`src/rtl/nibble_serial_adder_pkg.sv`:
```
// nsa_pkg: shared nibble width and FSM state encoding for nibble_serial_adder
package nsa_pkg;
  localparam int NIBBLE_W = 4;
  typedef enum logic [1:0] {IDLE = 2'd0, RUN = 2'd1, DONE = 2'd2} state_t;
endpackage

```
`src/rtl/nibble_serial_adder_cla.sv`:
```
// cla: 4-bit carry-lookahead adder, exposes the full carry vector C[4:0]
module cla (
  input  logic [3:0] A,
  input  logic [3:0] B,
  input  logic       CI,
  output logic [3:0] S,
  output logic [4:0] C
);
  logic [3:0] w_g, w_p;
  assign w_g = A & B;
  assign w_p = A ^ B;
  assign C[0] = CI;
  assign C[1] = w_g[0] | (w_p[0] & CI);
  assign C[2] = w_g[1] | (w_p[1] & w_g[0]) | (&w_p[1:0] & CI);
  assign C[3] = w_g[2] | (w_p[2] & w_g[1]) | (&w_p[2:1] & w_g[0]) | (&w_p[2:0] & CI);
  assign C[4] = w_g[3] | (w_p[3] & w_g[2]) | (&w_p[3:2] & w_g[1]) | (&w_p[3:1] & w_g[0]) | (&w_p & CI);
  assign S = w_p ^ C[3:0];
endmodule

```
`src/rtl/nibble_serial_adder.sv`:
```
// nibble_serial_adder: WIDTH-bit add through one 4-bit CLA, one nibble per cycle LSB first; OVERFLOW_FLAG_EN enables ovf
module nibble_serial_adder
  import nsa_pkg::*;
#(
  parameter int WIDTH = 16
) (
  input  logic             clk,
  input  logic             rst,
  input  logic             in_valid,
  output logic             in_ready,
  input  logic [WIDTH-1:0] a,
  input  logic [WIDTH-1:0] b,
  input  logic             cin,
  output logic             out_valid,
  input  logic             out_ready,
  output logic [WIDTH-1:0] sum,
  output logic             cout,
  output logic             ovf,
  output logic             busy
);
  localparam int NIB = WIDTH / NIBBLE_W;
  localparam int CW  = $clog2(NIB + 1);
  state_t           r_state, w_next;
  logic [CW-1:0]    r_cnt;
  logic [WIDTH-1:0] r_a, r_b, r_sum;
  logic             r_c, r_cout, w_last;
  logic [3:0]       w_s;
  logic [4:0]       w_c;
  logic [3:0]       w_unused_c;
  cla u_cla (.A(r_a[3:0]), .B(r_b[3:0]), .CI(r_c), .S(w_s), .C(w_c));
  assign w_unused_c = w_c[3:0];
  assign w_last     = r_cnt == CW'(NIB - 1);
  assign in_ready   = r_state == IDLE;
  assign out_valid  = r_state == DONE;
  assign busy       = r_state != IDLE;
  assign sum        = r_sum;
  assign cout       = r_cout;
  always_comb begin
    w_next = (r_state == IDLE && in_valid) ? RUN :
             (r_state == RUN && w_last)    ? DONE :
             (r_state == DONE && out_ready) ? IDLE : r_state;
  end
  always_ff @(posedge clk) begin
    if (rst) r_state <= IDLE;
    else r_state <= w_next;
  end
  // sum bits enter at the top so the LSB nibble lands at bit 0 after NIB shifts
  always_ff @(posedge clk) begin
    if (rst) begin
      r_a    <= '0;
      r_b    <= '0;
      r_sum  <= '0;
      r_c    <= 1'b0;
      r_cout <= 1'b0;
      r_cnt  <= '0;
    end else if (r_state == IDLE && in_valid) begin
      r_a   <= a;
      r_b   <= b;
      r_c   <= cin;
      r_cnt <= '0;
    end else if (r_state == RUN) begin
      r_a   <= r_a >> NIBBLE_W;
      r_b   <= r_b >> NIBBLE_W;
      r_sum <= (r_sum >> NIBBLE_W) | (WIDTH'(w_s) << (WIDTH - NIBBLE_W));
      r_c   <= w_c[4];
      r_cnt <= r_cnt + 1'b1;
      if (w_last) r_cout <= w_c[4];
    end
  end
`ifdef OVERFLOW_FLAG_EN
  logic r_ovf;
  always_ff @(posedge clk) begin
    if (rst) r_ovf <= 1'b0;
    else if (r_state == RUN && w_last) r_ovf <= w_c[4] ^ w_c[3];
  end
  assign ovf = r_ovf;
`else
  assign ovf = 1'b0;
`endif
endmodule
```
`config.mk`:
```
export PLATFORM = sky130hd
export DESIGN_NAME = nibble_serial_adder
export DESIGN_NICKNAME = d
export VERILOG_FILES = /design/src/rtl/nibble_serial_adder_pkg.sv /design/src/rtl/nibble_serial_adder_cla.sv /design/src/rtl/nibble_serial_adder.sv
export SDC_FILE = /design/constraint.sdc
export NUM_CORES = 1
export LEC_CHECK = 0
export ABC_AREA = 1
export BUFFER_PORTS_ARGS = -buffer_cell sky130_fd_sc_hd__clkbuf_2
export CAP_MARGIN = 20
export CORE_ASPECT_RATIO = 0.8
export CORE_UTILIZATION = 50
export CTS_BUF_LIST = sky130_fd_sc_hd__clkbuf_8
export CTS_CLUSTER_DIAMETER = 120
export DETAILED_ROUTE_END_ITERATION = 12
export PLACE_DENSITY = 0.84
export SLEW_MARGIN = 20
export SYNTH_ARGS = -nofsm -noshare
export SYNTH_HDL_FRONTEND = slang
export SYNTH_SLANG_ARGS = --single-unit
```
`constraint.sdc`:
```
create_clock -name clk -period 1.3 [get_ports clk]
set_input_delay 0.195 -clock clk [delete_from_list [all_inputs] [get_ports clk]]
set_output_delay 0.195 -clock clk [all_outputs]
set_load 0.005 [all_outputs]
```
==> flow_metrics.py <==
metrics = {
    "timing": {
        "setup_tns_ns": -0.00690,
        "finalCritPeriodShare_pct": 101,
        "setup_viol": 1,
        "finalCriticalPeriod_ns": 1.31,
        "worst_slack_ns": -0.00690,
        "drv_slew": 0,
        "hold_ws_ns": 0.102,
        "rsz0062_at_grt": "yes",
        "hold_viol_final": 0,
        "skew_ns": 0.0113,
        "timing.fmax_mhz": 765,
    },
    "floorplanning": {
        "row_count": 22,
        "dieArea_um2": 5140,
        "die_x_um": 79.9,
        "core_area_um2": 4620,
        "num_io_pins": 58,
        "initial_utilization_pct": 52.5,
        "dieHeight_um": 64.3,
    },
    "synth": {
        "netlist_area_um2": 2430,
        "synth.distinct_cells": 28,
        "async_flop_share_pct": 0,
        "ys_seq_area_share_pct": 45.3,
        "synth_xor_area_share_pct": 1.08,
        "synthTopCellsByCount": "nand2_1 (107), dfxtp_1 (55), nor2_1 (35)",
        "yosys_warnings": 0,
        "synth_top_family_by_area": "simple AND/OR/NAND/NOR gates",
        "ys.flop_type": "dfxtp_1",
        "synth_compound_area_share_pct": 14.8,
        "synthCells": 331,
        "synth_seq_cells": 55,
        "synth_top_area_share_pct": 45.3,
        "synth-adder-area-share_pct": 3.92,
        "synth_top_area_cell": "dfxtp_1",
        "synth_area_leaders": "dfxtp_1 (45%), nand2_1 (17%), nor2_1 (5.4%), a21oi_1 (5.4%), o21ai_0 (4.7%)",
        "synthesis.nets": 375,
        "synthMuxAreaShare_pct": 0,
        "yosys.area_share.simple_pct": 25.3,
        "yosysMostFrequentCell": "nand2_1",
        "synth_edf_count": 0,
        "avgSynthCellArea_um2": 7.34,
    },
    "global_route": {
        "grt_max_degree": 36,
        "first_global_vias": 1937,
        "grt_overflow": 0,
        "antenna_found_initial": 0,
        "grt_util_all_layers_pct": 21.0,
        "grt_pass1_wl_mm": 8.40,
    },
    "drt": {
        "firstDrtPassIters": 4,
        "drc": 0,
        "initialDrtViolationCount": 175,
        "wl_per_cell_um": 11.9,
        "via_count": 2222,
        "routed_via_density": 5.02,
        "detail-route-antenna-nets": 0,
        "routed_wl_mm": 5.26,
    },
    "clock_tree": {
        "cts_tree": "done",
        "cts_root_buf": "clkbuf_8",
        "cts.sinks": 55,
        "worstSkewPairLatency_ns": 0.31,
        "clk_path_buf_depth": 2,
        "cts_buffers": 5,
        "cts_max_level": 2,
        "clkTransAtPathRegs_ns": 0.10,
    },
    "setup_path": {
        "path_buf_inv": 2,
        "crit_path_max_incr_delay_ns": 0.37,
        "cp_cell_sequence": "ha_1, ha_1, inv_1, nor2_2, nand3_1, o211ai_1, inv_1",
        "worstPathMaxFanout": 3,
        "end_kind": "flop",
        "arrival_ns": 1.50,
        "startpoint_type": "flop",
        "worstSetupPathType": "reg -> reg",
        "cp.depth": 7,
        "crit_required_ns": 1.49,
        "cpLargestDelayFamily": "flip-flops",
        "r2r.worst_path.cells": 7,
        "reg2reg_slack_ns": -0.007,
        "worstReg2RegEnd": "cout",
        "crit_path_top_delay_cell": "dfxtp_1",
        "timing.rr.start": "r_cnt[0]",
    },
    "cells_and_area": {
        "drive_above_1_share_pct": 25.8,
        "final_util_pct": 63.7,
        "fin_nets": 426,
        "area_growth_pct": 21.3,
        "antennaDiodeCount": 0,
    },
    "power": {
        "switching_power_mw": 1.04,
        "power.internal_mw": 2.51,
        "p_sw_share_pct": 29.3,
        "power_frac_comb_pct": 18.4,
        "clock_power_share_pct": 27.7,
        "p_total_mw": 3.56,
        "seqPwrFrac_pct": 53.9,
        "p_leak_nw": 1.34,
        "ir_worst_vdd_mv": 0.853,
        "power.density_nw_per_um2": 1210,
    },
    "min_path": {
        "hold_depth": 3,
        "hp-class": "in -> reg",
        "holdPathEnd": "r_b[12]",
        "hold_start": "b[12]",
    },
    "run": {
        "drv_cap": 0,
    },
    "placed_design": {
        "place_congestion": 0.821,
        "pre_cts_ws_ns": -0.0172,
        "port_buffers": 56,
        "dpl.hpwl_mm": 3.53,
    },
    "outcome": {
        "outcome": "finished with violations",
        "violations": "setup timing",
    },
}
==> how the worst max path moves through the flow <==
stage | start | end | slack (ns)
floorplan | r_a[2] | sum[15] | 0.09
global placement | r_a[1] | sum[14] | 0.03
detailed placement | r_a[2] | sum[15] | -0.02
CTS | r_state[0] | r_b[6] | 0.006
global route | r_state[0] | cout | -0.08
finish | r_cnt[0] | cout | -0.007
==> cell usage in the layout (no fill, tap or decap), types with 5 or more instances in the layout <==
cell      netlist  routed
clkbuf_2        1      56
a31oi_1        12      12
a21oi_1        26      25
o21ai_0        23      23
nand3_1         6       6
clkbuf_8        0       5
nand2_1       107     104
dfxtp_2         0       7
o21ai_1         5       5
inv_1          20      20
dfxtp_1        55      47
nor2_1         35      32
==> sequential cells by signal (all words and copies together), names as in the netlist <==
signal,count
r_cnt,3
r_state,2
r_c,1
sum,16
r_a,16
r_b,16
cout,1
==> stage by stage <==
step | instances | area (µm²)
final | 443 | 2950
after floorplan | 331 | 2430
after detailed placement | 434 | 2750
after global routing | 443 | 2950
after global placement | 434 | 2750
after CTS | 442 | 2870
==> logic make-up after synthesis <==
kind of cell    after synthesis
buf+inv                      43
flops                        55
fa+ha+maj                     7
simple gates                154
other cells                   1
compound gates               68
xor+xnor                      3
==> power by group through the flow <==
stage	registers (mW)	logic, mW	clock network [mW]
6_report	1.92	0.653	0.987
5_1_grt	1.93	0.737	1.10
4_1_cts	1.90	0.618	1.01
3_5_place_dp	1.94	0.605	0
3_3_place_gp	1.93	0.592	0
2_1_floorplan	1.92	0.426	0
==> area by class of cell <==
| cell class | count | area (µm²) |
|---|---|---|
| fillers | 441 | 1680 |
| repair buffers | 63 | 390 |
| inverters | 24 | 97.6 |
| multi-input cells | 233 | 1170 |
| clock inverters | 3 | 26.3 |
| flip-flops and latches | 55 | 1110 |
| clock buffers | 5 | 68.8 |
| well taps | 60 | 75.1 |
==> metal layers <==
metal,wire length [µm],vias to the layer above,global-route usage [%]
li1,-,1149,-
met1,2310,993,24.5
met2,2590,71,36.6
met3,294,9,5.57
met4,58,0,7.59
met5,0,-,0
==> tightest hold or removal path, stage by stage <==
cell	delay, ns
clkbuf_2	0.08
nand2_1	0.05
a21oi_1	0.05
==> timing repair <==
item,in CTS,in global routing
setup endpoints to repair,2,38
buffers inserted,0,1
pin swaps,0,6
gates resized for setup,2,23
hold buffers,0,0
No activity file was read; power rests on OpenSTA's default activity.
